`config.mk`:
```
export PLATFORM = sky130hd
export DESIGN_NAME = demux2_stream
export DESIGN_NICKNAME = d
export VERILOG_FILES = /design/src/rtl/demux2_stream.sv
export SDC_FILE = /design/constraint.sdc
export NUM_CORES = 1
export LEC_CHECK = 0
export CORE_MARGIN = 2
export CORE_UTILIZATION = 55
export CTS_CLUSTER_SIZE = 20
export DETAILED_ROUTE_END_ITERATION = 8
export PLACE_DENSITY = 0.84
export SETUP_SLACK_MARGIN = 0.5
export SLEW_MARGIN = 20
export SYNTH_ARGS = -nofsm -noshare
export SYNTH_HDL_FRONTEND = slang
export SYNTH_SLANG_ARGS = --single-unit
```
`constraint.sdc`:
```
create_clock -name i_clock -period 6.87 [get_ports i_clock]
set_input_delay 1.0305 -clock i_clock [delete_from_list [all_inputs] [get_ports i_clock]]
set_output_delay 1.0305 -clock i_clock [all_outputs]
set_load 0.01 [all_outputs]
```
`src/rtl/demux2_stream.sv`:
```
// demux2_stream: registered 1-to-2 valid/ready stream demultiplexer.
//
// Each input word is routed to port A (i_SEL=0) or port B (i_SEL=1) and
// buffered in a DEPTH-entry FIFO per port. o_ready is derived only from
// i_SEL and the registered FIFO occupancy, so downstream ready never has a
// combinational path back to o_ready.
//
// Parameters:
//   NB     data width in bits
//   DEPTH  entries per output FIFO (power of 2, >= 2)
//
// Ports:
//   i_clock, i_reset          clock, asynchronous active-high reset
//   i_valid, i_SEL, i_data    input stream (i_SEL selects A=0 / B=1)
//   o_ready                   input accepted when i_valid & o_ready
//   o_valid_a/o_data_a/i_ready_a   port A output stream
//   o_valid_b/o_data_b/i_ready_b   port B output stream
//   o_cnt_a, o_cnt_b, i_cnt_clr    delivered-word counters (DEMUX2_CNT_EN only)
//
// Optional feature: define DEMUX2_CNT_EN to add saturating 16-bit counters of
// words delivered on each port, with a synchronous clear.

module demux2_stream_fifo #(
    parameter int unsigned NB    = 32,
    parameter int unsigned DEPTH = 2
) (
    input  logic          clk,
    input  logic          rst,
    input  logic          push,   // caller guarantees ~full
    input  logic          pop,    // caller guarantees valid
    input  logic [NB-1:0] din,
    output logic          valid,
    output logic          full,
    output logic [NB-1:0] dout
);
    localparam int unsigned AW = $clog2(DEPTH);

    logic [NB-1:0] mem [DEPTH];
    logic [AW-1:0] wr_ptr;
    logic [AW-1:0] rd_ptr;
    logic [AW:0]   occ;

    // Storage carries no reset; dout is forced to zero while empty instead.
    always_ff @(posedge clk) begin
        if (push) begin
            mem[wr_ptr] <= din;
        end
    end

    always_ff @(posedge clk or posedge rst) begin
        if (rst) begin
            wr_ptr <= '0;
            rd_ptr <= '0;
            occ    <= '0;
        end else begin
            if (push) begin
                wr_ptr <= wr_ptr + 1'b1;
            end
            if (pop) begin
                rd_ptr <= rd_ptr + 1'b1;
            end
            case ({push, pop})
                2'b10:   occ <= occ + 1'b1;
                2'b01:   occ <= occ - 1'b1;
                default: occ <= occ;
            endcase
        end
    end

    assign valid = (occ != '0);
    assign full  = (occ == (AW+1)'(DEPTH));
    assign dout  = valid ? mem[rd_ptr] : '0;
endmodule

module demux2_stream #(
    parameter int unsigned NB    = 32,
    parameter int unsigned DEPTH = 2
) (
    input  logic          i_clock,
    input  logic          i_reset,
    input  logic          i_valid,
    input  logic          i_SEL,
    input  logic [NB-1:0] i_data,
    output logic          o_ready,
    output logic          o_valid_a,
    output logic [NB-1:0] o_data_a,
    input  logic          i_ready_a,
    output logic          o_valid_b,
    output logic [NB-1:0] o_data_b,
    input  logic          i_ready_b
`ifdef DEMUX2_CNT_EN
    ,
    output logic [15:0]   o_cnt_a,
    output logic [15:0]   o_cnt_b,
    input  logic          i_cnt_clr
`endif
);
    logic full_a;
    logic full_b;
    logic push_a;
    logic push_b;
    logic pop_a;
    logic pop_b;

    assign o_ready = i_SEL ? ~full_b : ~full_a;
    assign push_a  = i_valid & o_ready & ~i_SEL;
    assign push_b  = i_valid & o_ready &  i_SEL;
    assign pop_a   = o_valid_a & i_ready_a;
    assign pop_b   = o_valid_b & i_ready_b;

    demux2_stream_fifo #(.NB(NB), .DEPTH(DEPTH)) u_fifo_a (
        .clk   (i_clock),
        .rst   (i_reset),
        .push  (push_a),
        .pop   (pop_a),
        .din   (i_data),
        .valid (o_valid_a),
        .full  (full_a),
        .dout  (o_data_a)
    );

    demux2_stream_fifo #(.NB(NB), .DEPTH(DEPTH)) u_fifo_b (
        .clk   (i_clock),
        .rst   (i_reset),
        .push  (push_b),
        .pop   (pop_b),
        .din   (i_data),
        .valid (o_valid_b),
        .full  (full_b),
        .dout  (o_data_b)
    );

`ifdef DEMUX2_CNT_EN
    logic [15:0] cnt_a;
    logic [15:0] cnt_b;

    // Clear takes priority over a same-cycle pop; counts saturate at all-ones.
    always_ff @(posedge i_clock or posedge i_reset) begin
        if (i_reset) begin
            cnt_a <= '0;
            cnt_b <= '0;
        end else if (i_cnt_clr) begin
            cnt_a <= '0;
            cnt_b <= '0;
        end else begin
            if (pop_a && cnt_a != '1) begin
                cnt_a <= cnt_a + 16'd1;
            end
            if (pop_b && cnt_b != '1) begin
                cnt_b <= cnt_b + 16'd1;
            end
        end
    end

    assign o_cnt_a = cnt_a;
    assign o_cnt_b = cnt_b;
`endif
endmodule

```
# After elaboration in Yosys (flattened, before gate mapping)
# Memory sizes are Yosys's and may differ from the RTL's.
# Index checks and enable logic that the tools add are counted.
# totals
reg_bits,8
mem_count,2
input_bits,38
out_inout_bits,67
ramBits,128
# classes
addsub,8
bitwise,8
n_reduce_logical,4
mux,9
n_eq_ne,6
# mem_list
name,words,word_bits,read_ports,rd_clocked_by_memory_dff,write_ports,line,source
u_fifo_a.mem,2,32,1,0,1,38,logic [NB-1:0] mem [DEPTH];
u_fifo_b.mem,2,32,1,0,1,38,
# op_table
op,count
$mux 32,2
$eq 2x2->1 const B,4
$pmux 2 s2,2
$reduce_bool 2->1,4
$and 1x1->1,5
$mux 1,5
$add 1x1->1 const B,4
$add 2x1->2 const B,2
$eq 2x1->1 const B,2
$sub 2x1->2 const B,2
$not 1->1,3

# Longest topological paths before layout
# Gate-level depths: netlist of run 1.
# logic_depth
ltp_word,7
ltp_mapped,7
depth_no_buf,7

# Cells and area by module
# Synthesis of run 1 repeated with hierarchy kept, for this count alone.
# unflattened
hier_cells,311
area_unflattened_um2,5263.8
# modules_own_cells
mod,instances,cells_each,area_each_um2
demux2_stream_fifo,2,153,2612.5
demux2_stream,1,5,38.8

# Worst setup path before layout of run 1
# OpenSTA, ideal clock, no wires.
# synth_path
path_type,input to register
start,input i_SEL
end,memory u_fifo_a.mem[0][0] (enable)
stages,2
path_slack_ns,3.808
arrival_ns,2.641
cell_sequence,nand3b_2 > nor2_1
# synth_via
elab_chain_cells,5
elab_cells_between_ends,6
classes_between,3 x mux; 3 x bitwise
# synth_rtl
item,line,source
start: declaration,82,"input logic i_SEL,"
$mux 1,105,assign o_ready = i_SEL ? ~full_b : ~full_a;
$and 1x1->1,106,assign push_a = i_valid & o_ready & ~i_SEL;
$and 1x1->1 (*),106,
$mux 1 (*),45,if (push) begin
$mux 1 (implied by the code) (*),46,mem[wr_ptr] <= din;
end: declaration,38,
# Mark *: on every way between the ends. The rest lies on a longest branch, timed or not.

# Final worst setup path of run 1
# layout_path
start,register u_fifo_b.rd_ptr
end,output o_data_b[30]
# layout_via
elab_chain_cells,2
# layout_rtl
item,line,source
start: declaration,40,logic [AW-1:0] rd_ptr;
start signal: assignment,60,rd_ptr <= rd_ptr + 1'b1;
$mem_v2 2x32,--,
$mux 32,72,assign dout = valid ? mem[rd_ptr] : '0;
end: declaration,89,"output logic [NB-1:0] o_data_b,"
# Every way passes these cells.

==> out/qor.txt, run 1 <==
# nets final -> 459
Vert. Die Dim -> 102 um
startpoint types -> flop
Synthesis Warnings -> 0
vias -> 2,898
largest net degree at the start of global routing -> 34
I/O Pins -> 105
post-synth top area share -> 72.8%
LEAKAGE -> 2.55 nW
Tcrit/Tclk final -> 52.8%
hpwl dp -> 5810 um
chip width -> 102 um
worst hold slack -> 0.545 ns
synthesized cell area -> 0.00528 mm2
initial antenna violation count -> 0
footprint of the multi-input gates -> 0.00113 mm2
maxcap violations -> 0
Area Growth Syn to Fin -> 32.0%
largest cells by area after synthesis -> edfxtp_1 73%, mux2i_1 12%, nor2_1 5.0%
maximum clock path buffer count -> 2
worst reg2reg setup slack -> 4.71 ns
global-route usage over all layers -> 21.2%
FMAX -> 0.276 GHz
CTS Hold Buffers Added -> 0
RSZ-0062 raised after global routing -> false
WL per Instance -> 18.4 um
status -> completed
DRC viols -> 0
Resize count post-CTS -> 0
clk sinks -> 136
1st-pass router iterations -> 4
Worst Hold Launch -> u_fifo_a.occ[1]$_DFFE_PP0P_
Worst Setup Path Type -> flop to output pin
TNS Setup -> 0 ns
Yosys cell types -> 18
number of fill cells -> 592
Initial Utilization -> 56.8%
htree depth -> 4
R2R Path Start -> u_fifo_a.occ[1]$_DFFE_PP0P_
Worst-path clk slew -> 0.06 ns
number of diodes -> 0
cell area power density -> 446 mW/mm2
count of final setup violators -> 0
core region area -> 0.00928 mm2
slew of the pin with the lowest slew margin -> 1.09 ns
Crit Path Max Fanout -> 33
Post-Route WL -> 10,300 um
vias in the first global route -> 3,125
Routability Congestion -> 0.718
first-pass GRT wire length -> 15,900 um
Rel. slew slack -> 27.3%
Die Area -> 0.0104 mm2
Post-Syn Nets -> 350
syn avg cell area -> 17.0 um2
final hold violation count -> 0
Routed Antenna Nets -> 0
Row Count -> 35
Critical Path RT -> 5.84 ns
Min-Delay Endpoint -> u_fifo_a.occ[1]$_DFFE_PP0P_
CTS tree -> done
initial drt markers -> 116
WHS Path Cells -> 1
CTS Buf Count -> 17
sequential share of the synthesized area -> 76.6%
grt total ovfl -> 0
post-route clock skew -> 0.00640 ns
layout cells sized above 1 -> 10.2%
reg2reg path depth -> 6
port bufs -> 104
cell accounting for the most synthesized area -> edfxtp_1
Setup Buffers After CTS -> 0
r2r endpoint -> u_fifo_a.occ[1]$_DFFE_PP0P_
clk root buf -> clkbuf_8
drt via density -> 5.18
Arr. time, crit path -> 2.60 ns
post-synthesis register bit count -> 136
cells after synthesis -> 310
later-pin clock latency in the skew report -> 0.50 ns
Tightest Hold Check Type -> flop to flop
Seq. cell area -> 0.00405 mm2
Worst VDD drop -> 0.252 mV
Setup crit end kind -> output pin
min cycle time layout -> 3.63 ns
Slew Viols, Final -> 0
==> sequential cells by signal, indices dropped and copies added (netlist names) <==
signal	count
u_fifo_b.mem	64
u_fifo_b.wr_ptr	1
u_fifo_a.mem	64
u_fifo_a.wr_ptr	1
u_fifo_b.rd_ptr	1
u_fifo_a.rd_ptr	1
u_fifo_b.occ	2
u_fifo_a.occ	2
==> how the worst max path moves through the flow <==
| stage | slack, ns | cells past startpoint | start | to |
|---|---|---|---|---|
| after CTS | 3.19 | 3 | u_fifo_b.rd_ptr$_DFFE_PP0P_ | o_data_b[30] |
| after global placement | 3.49 | 3 | i_SEL | o_ready |
| final | 3.24 | 3 | u_fifo_b.rd_ptr$_DFFE_PP0P_ | o_data_b[30] |
| after floorplan | 3.81 | 2 | i_SEL | u_fifo_a.mem[0][0]$_DFFE_PP_ |
| after detailed placement | 3.48 | 3 | i_SEL | o_ready |
| after global routing | 3.09 | 3 | u_fifo_b.rd_ptr$_DFFE_PP0P_ | o_data_b[30] |
==> where the power goes <==
group / total (mW) / switching [mW] / internal (mW) / leakage (nW)
Clock: 0.859 / 0.341 / 0.518 / 0.261
Sequential: 1.20 / 0.158 / 1.04 / 1.26
Combinational: 1.05 / 0.473 / 0.574 / 1.03
==> cell usage after synthesis <==
master	instances
edfxtp_1	128
nor2_1	70
mux2i_1	64
dfrtp_1	8
buf_2	6
buf_6	6
xnor2_1	6
inv_1	4
xor2_1	4
and2_4	2
buf_4	2
ha_1	2
nand2b_1	2
nor2_4	2
inv_2	1
mux2_2	1
nand3_2	1
nand3b_2	1
==> final cells by class <==
| cell class | instances | area share (%) |
|---|---|---|
| Inverter | 5 | 0.270 |
| Sequential cell | 136 | 58.1 |
| Tap cell | 129 | 2.32 |
| Multi-Input combinational cell | 155 | 16.2 |
| Timing Repair Buffer | 104 | 15.0 |
| Clock inverter | 13 | 2.10 |
| Clock buffer | 18 | 6.00 |
==> critical path, cell delays in order, from the launching register on <==
cell	delay (ns)
dfrtp_2	1.09
mux2i_1	0.26
nor2_1	0.19
clkdlybuf4s50_1	0.56
==> layer usage <==
metal | track usage, % | up-vias | wire length (um)
met5 | 0 | - | 0
met4 | 7.59 | 0 | 68
met3 | 6.50 | 8 | 593
met2 | 36.8 | 106 | 5400
met1 | 25.1 | 1432 | 4230
li1 | - | 1352 | -
==> logic make-up (layout without fill, tap and decap cells) <==
group / count (synthesis) / after routing / share of synthesized area (%)
xor gates and xnor gates: 10 / 10 / 1.66
adders and majority gates: 2 / 2 / 0.474
buffers and inverters: 19 / 140 / 2.49
DFF: 136 / 136 / 76.6
muxes: 65 / 65 / 12.4
and+or+nand+nor: 78 / 78 / 6.38
==> layout by cell type, fill, tap and decap left out <==
master,synthesis,final
inv_6,0,4
clkdlybuf4s50_1,0,104
ha_1,2,2
mux2_2,1,1
nand2b_1,2,2
clkbuf_8,0,1
xor2_1,4,4
dfrtp_1,8,6
mux2i_1,64,64
edfxtp_1,128,128
xnor2_1,6,6
dfrtp_2,0,2
nand3_2,1,1
nand3b_2,1,1
nor2_4,2,6
inv_2,1,1
nor2_1,70,66
clkinv_4,0,1
clkbuf_1,0,1
and2_4,2,2
inv_1,4,4
clkinvlp_4,0,5
clkbuf_16,0,16
bufinv_16,0,2
clkinv_2,0,1
==> through the flow <==
| stage | instance area (um2) | power [mW] | setup WS, ns | util [%] | instances |
|---|---|---|---|---|---|
| global placement | 6400 | 2.25 | 3.49 | 68.9 | 529 |
| finish | 6960 | 3.11 | 3.24 | 75.0 | 560 |
| floorplan | 5280 | 1.73 | 3.81 | - | 310 |
| detailed placement | 6400 | 2.27 | 3.48 | 68.9 | 529 |
| CTS | 6960 | 3.13 | 3.19 | 75.0 | 560 |
| global route | 6960 | 3.24 | 3.09 | 75.0 | 560 |
Power figures use the tool's default switching activity.
==> inputs of run 2 (changes only) <==
CORE_UTILIZATION = 46   (was 55)
PLACE_DENSITY = 0.75   (was 0.84)
clock period = 3.1 ns   (was 6.87 ns; I/O delays follow)
==> out/qor.txt, run 2 (synthesized netlist as in run 1, its figures left out) <==
1st-pass router iterations -> 4 (unchanged)
drt via density -> 4.85 (was 5.18)
number of diodes -> 0 (unchanged)
r2r endpoint -> u_fifo_a.mem[0][11]$_DFFE_PP_ (was u_fifo_a.occ[1]$_DFFE_PP0P_)
Worst-path clk slew -> 0.05 ns (was 0.06 ns)
WL per Instance -> 17.5 um (was 18.4 um)
most common cell after layout, fill and taps aside -> edfxtp_1 (unchanged)
htree depth -> 4 (unchanged)
LEAKAGE -> 2.67 nW (was 2.55 nW)
Setup crit end kind -> output pin (unchanged)
# nets final -> 478 (was 459)
post-route clock skew -> 0.00601 ns (was 0.00640 ns)
Max stage delay on crit path -> 0.58 ns (was 1.09 ns)
Area Growth Syn to Fin -> 35.6% (was 32.0%)
worst reg2reg setup slack -> 1.10 ns (was 4.71 ns)
count of final setup violators -> 0 (unchanged)
initial drt markers -> 137 (was 116)
worst-path cell chain -> buf_4, mux2i_1, nor2_1, clkdlybuf4s50_1 (was mux2i_1, nor2_1, clkdlybuf4s50_1)
commonest non-fill, non-tap cells in the layout -> 128 x edfxtp_1, 104 x clkdlybuf4s50_1, 66 x nor2_1, 64 x mux2i_1 (was 128 x edfxtp_1, 104 x clkdlybuf4s50_1, 66 x nor2_1, 64 x mux2i_1, 16 x clkbuf_16)
maximum clock path buffer count -> 2 (unchanged)
TNS Setup -> 0 ns (unchanged)
startpoint types -> flop (unchanged)
clk root buf -> clkbuf_16 (was clkbuf_8)
R2R Path Start -> u_fifo_a.occ[0]$_DFFE_PP0P_ (was u_fifo_a.occ[1]$_DFFE_PP0P_)
Largest regs -> u_fifo_a.mem: 64 flops, u_fifo_b.mem: 64 flops (unchanged)
reg2reg path depth -> 4 (was 6)
port bufs -> 104 (unchanged)
maxcap violations -> 0 (unchanged)
FMAX -> 0.394 GHz
min cycle time layout -> 2.54 ns
RSZ-0062 raised after global routing -> false (unchanged)
Die Area -> 0.0123 mm2 (was 0.0104 mm2)
Initial Utilization -> 46.6% (was 56.8%)
Worst Setup Path Type -> flop to output pin (unchanged)
Row Count -> 39 (was 35)
worst hold slack -> 0.309 ns (was 0.545 ns)
Post-Route WL -> 10,400 um (was 10,300 um)
Vert. Die Dim -> 111 um (was 102 um)
CTS Hold Buffers Added -> 0 (unchanged)
CP max stage cell -> dfrtp_4 (was dfrtp_2)
cell area power density -> 985 mW/mm2 (was 446 mW/mm2)
global-route usage over all layers -> 17.5% (was 21.2%)
status -> completed (unchanged)
Tcrit/Tclk final -> 81.8%
chip width -> 111 um (was 102 um)
CTS Buf Count -> 17 (unchanged)
hpwl dp -> 6960 um (was 5810 um)
buffer and inverter count on the worst path -> 2 (was 1)
Critical Path RT -> 2.63 ns (was 5.84 ns)
first-pass GRT wire length -> 16,000 um (was 15,900 um)
final hold violation count -> 0 (unchanged)
grt total ovfl -> 0 (unchanged)
final core utilization -> 63.2% (was 75.0%)
DRC viols -> 0 (unchanged)
Crit Path Max Fanout -> 11 (was 33)
Worst path top cell family by delay -> buffers and inverters (was flip-flops)
Routed Antenna Nets -> 0 (unchanged)
layout cells sized above 1 -> 14.0% (was 10.2%)
slew of the pin with the lowest slew margin -> 0.541 ns (was 1.09 ns)
Slew Viols, Final -> 0 (unchanged)
largest net degree at the start of global routing -> 22 (was 34)
initial antenna violation count -> 0 (unchanged)
core region area -> 0.0113 mm2 (was 0.00928 mm2)
Routability Congestion -> 0.761 (was 0.718)
Rel. slew slack -> 63.9% (was 27.3%)
I/O Pins -> 105 (unchanged)
CTS tree -> done (unchanged)
clk sinks -> 136 (unchanged)
Tightest Hold Check Type -> primary input to asynchronous set/reset pin (was flop to flop)
Worst VDD drop -> 0.534 mV (was 0.252 mV)
vias in the first global route -> 3,013 (was 3,125)
number of fill cells -> 811 (was 592)
vias -> 2,878 (was 2,898)
later-pin clock latency in the skew report -> 0.41 ns (was 0.50 ns)
Arr. time, crit path -> 2.07 ns (was 2.60 ns)
## run 2: worst max path at each step
stage                                         end  slack (ns)  cells after the start                        start
floorplan            u_fifo_a.mem[0][0]$_DFFE_PP_        0.60                      2                        i_SEL
global placement    u_fifo_a.mem[1][20]$_DFFE_PP_        0.74                      4                        i_SEL
detailed placement   u_fifo_a.mem[1][2]$_DFFE_PP_        0.68                      4                        i_SEL
CTS                                  o_data_a[11]        0.53                      4  u_fifo_a.rd_ptr$_DFFE_PP0P_
global route                         o_data_b[14]        0.52                      4  u_fifo_b.occ[0]$_DFFE_PP0P_
finish                               o_data_b[31]        0.56                      4  u_fifo_b.rd_ptr$_DFFE_PP0P_
## run 2: per-stage QoR
stage | worst slack, ns | instances | area [um2] | power (mW)
after floorplan | 0.603 | 310 | 5280 | 3.83
after global placement | 0.741 | 555 | 6520 | 5.06
after detailed placement | 0.677 | 555 | 6520 | 5.10
after CTS | 0.531 | 589 | 7120 | 7.08
after global routing | 0.517 | 594 | 7160 | 7.38
final | 0.564 | 594 | 7160 | 7.05
## run 2: report_power, final
| group | total, mW | switching [mW] | internal [mW] |
|---|---|---|---|
| clock | 1.92 | 0.728 | 1.19 |
| sequential | 2.49 | 0.172 | 2.32 |
| combinational | 2.65 | 1.26 | 1.39 |
## run 2: final cells by class
type,count,area [um2],share of cell area [%]
flip-flops and latches,136,4050,56.6
clock inverters,14,148,2.06
inverters,5,18.8,0.262
multi-input cells,155,1130,15.8
clock buffers,18,429,6.00
well taps,143,179,2.50
repair buffers,123,1200,16.8
## run 2: metal layers
metal	global-route usage [%]	vias to the layer above	wire length, um
li1	-	1389	-
met1	22.4	1383	4470
met2	28.9	97	5280
met3	5.30	9	582
met4	5.76	0	65
met5	0	-	0
## run 2: what timing repair did
action / CTS / global route
hold endpoints to repair: 0 / 0
pin swaps: 1 / 0
gates resized for setup: 2 / 1
endpoints found under the setup margin: 23 / 12
cloned: 0 / 0
buffers inserted: 2 / 5
## run 2: worst reg2reg max path: cells and delay by family, from the launching register on
family,cells,cell delay (ns)
simple gates,3,0.88
buf+inv,1,0.35
flops,1,0.45
==> inputs of run 3 (changes only) <==
CORE_UTILIZATION = 51   (was 46)
PLACE_DENSITY = 0.79   (was 0.75)
clock period = 2.4 ns   (was 3.1 ns; I/O delays follow)
==> out/qor.txt, run 3 (synthesized netlist as in run 1, its figures left out) <==
LEAKAGE -> 2.89 nW (was 2.67 nW)
status -> completed (unchanged)
slew of the pin with the lowest slew margin -> 0.305 ns (was 0.541 ns)
Worst-path clk slew -> 0.06 ns (was 0.05 ns)
largest net degree at the start of global routing -> 33 (was 22)
Rel. slew slack -> 79.6% (was 63.9%)
Setup crit end kind -> output pin (unchanged)
CTS Buf Count -> 17 (unchanged)
vias -> 3,101 (was 2,878)
CTS tree -> done (unchanged)
setup ws final -> 0.355 ns (was 0.564 ns)
Largest regs -> u_fifo_a.mem: 64 flops, u_fifo_b.mem: 64 flops (unchanged)
later-pin clock latency in the skew report -> 0.52 ns (was 0.41 ns)
Row Count -> 37 (was 39)
WL per Instance -> 19.6 um (was 17.5 um)
Tightest Hold Check Type -> primary input to asynchronous set/reset pin (unchanged)
Vert. Die Dim -> 106 um (was 111 um)
FMAX -> 0.489 GHz
Place WS -> 0.347 ns (was 0.677 ns)
Slew Viols, Final -> 0 (unchanged)
min cycle time layout -> 2.05 ns
worst reg2reg setup slack -> 0.68 ns (was 1.10 ns)
Initial Utilization -> 51.8% (was 46.6%)
Critical Path RT -> 2.04 ns (was 2.63 ns)
maxcap violations -> 0 (unchanged)
Arr. time, crit path -> 1.69 ns (was 2.07 ns)
post-route clock skew -> 0.0130 ns (was 0.00601 ns)
number of fill cells -> 661 (was 811)
core region area -> 0.0102 mm2 (was 0.0113 mm2)
Post-Route WL -> 11,800 um (was 10,400 um)
startpoint types -> flop (unchanged)
I/O Pins -> 105 (unchanged)
htree depth -> 4 (unchanged)
clk root buf -> clkbuf_8 (was clkbuf_16)
Area Growth Syn to Fin -> 39.1% (was 35.6%)
vias in the first global route -> 3,215 (was 3,013)
worst hold slack -> 0.0843 ns (was 0.309 ns)
# nets final -> 495 (was 478)
final hold violation count -> 0 (unchanged)
Tcrit/Tclk final -> 85.2%
DP Area -> 0.00655 mm2 (was 0.00652 mm2)
maximum clock path buffer count -> 2 (unchanged)
Crit Path Max Fanout -> 6 (was 11)
drt via density -> 5.14 (was 4.85)
Worst Setup Path Type -> flop to output pin (unchanged)
grt total ovfl -> 0 (unchanged)
TNS Setup -> 0 ns (unchanged)
DRC viols -> 0 (unchanged)
RSZ-0062 raised after global routing -> true (was false)
Die Area -> 0.0112 mm2 (was 0.0123 mm2)
number of diodes -> 0 (unchanged)
Routed Antenna Nets -> 0 (unchanged)
commonest non-fill, non-tap cells in the layout -> 128 x edfxtp_1, 64 x nor2_1, 55 x mux2i_1, 52 x buf_2, 37 x clkdlybuf4s50_1 (was 128 x edfxtp_1, 104 x clkdlybuf4s50_1, 66 x nor2_1, 64 x mux2i_1)
clk sinks -> 136 (unchanged)
Final Cell Area -> 0.00734 mm2 (was 0.00716 mm2)
global-route usage over all layers -> 20.9% (was 17.5%)
initial antenna violation count -> 0 (unchanged)
hpwl dp -> 6420 um (was 6960 um)
first-pass GRT wire length -> 17,200 um (was 16,000 um)
Worst VDD drop -> 0.670 mV (was 0.534 mV)
total chip power -> 9.58 mW (was 7.05 mW)
count of final setup violators -> 0 (unchanged)
1st-pass router iterations -> 4 (unchanged)
layout cells sized above 1 -> 34.0% (was 14.0%)
port bufs -> 104 (unchanged)
most common cell after layout, fill and taps aside -> edfxtp_1 (unchanged)
initial drt markers -> 159 (was 137)
chip width -> 106 um (was 111 um)
cell area power density -> 1310 mW/mm2 (was 985 mW/mm2)
Routability Congestion -> 0.762 (was 0.761)
run 3: changes by cell type in the layout (fill, tap and decap cells not counted), sizes merged:
cell,change
clkdlybuf4s50,-67
buf,+64
clkbuf,+20
inv,-3
clkinv,-2
clkinvlp,+2
bufinv,+1
dlygate4sd2,+1
run 3: layer usage:
| metal | GRT usage [%] | part of all wire (%) | vias up | routed length, um |
|---|---|---|---|---|
| met5 | 0 | 0 | - | 0 |
| met4 | 7.71 | 1.0 | 0 | 124 |
| met3 | 6.43 | 6.6 | 15 | 780 |
| met2 | 34.2 | 51 | 118 | 6050 |
| met1 | 26.3 | 41 | 1547 | 4870 |
| li1 | - | - | 1421 | - |
run 3: power by group:
part           internal [mW]  switching (mW)
Clock                   1.57           0.937
Combinational           1.97            1.94
Sequential              2.99           0.166
run 3: area by class of cell:
type / instances / area, um2 / share of cell area (%)
multi-input combinational: 155 / 1190 / 16.3
timing repair buffer: 140 / 1330 / 18.1
clock inverter: 12 / 153 / 2.08
tap: 136 / 170 / 2.32
sequential: 136 / 4050 / 55.2
inverter: 5 / 21.3 / 0.290
clock buffer: 19 / 422 / 5.74
run 3: path summary, 6_finish.rpt:
check / start / to / cells after the start
worst min-delay path: i_reset / u_fifo_a.wr_ptr$_DFFE_PP0N_ / 2
worst max register to register: u_fifo_b.occ[0]$_DFFE_PP0P_ / u_fifo_b.occ[1]$_DFFE_PP0P_ / 8
worst min register to register: u_fifo_b.occ[1]$_DFFE_PP0P_ / u_fifo_b.occ[1]$_DFFE_PP0P_ / 1
worst max-delay path: u_fifo_b.rd_ptr$_DFFE_PP0P_ / o_data_b[19] / 6
min in group i_clock: i_data[23] / u_fifo_a.mem[1][23]$_DFFE_PP_ / 1
max in group asynchronous: i_reset / u_fifo_b.rd_ptr$_DFFE_PP0P_ / 2
run 3: what timing repair did:
action | in CTS | in global routing
cloned | 0 | 8
hold buffers | 0 | 0
setup endpoints to repair | 67 | 67
setup buffers | 6 | 10
pin swaps | 3 | 7
resized for setup | 145 | 155
run 3: metrics by stage:
step / utilization [%] / std cells
finish: 72.1 / 603
global route: 72.1 / 603
CTS: 70.2 / 585
detailed placement: 64.3 / 548
global placement: 64.3 / 548
floorplan: - / 310
run 3: worst max-delay path, stage by stage, from the launching register on:
cell	delay [ns]
dfrtp_2	0.41
buf_12	0.15
buf_8	0.13
buf_6	0.11
mux2i_1	0.11
nor2_1	0.12
buf_2	0.15
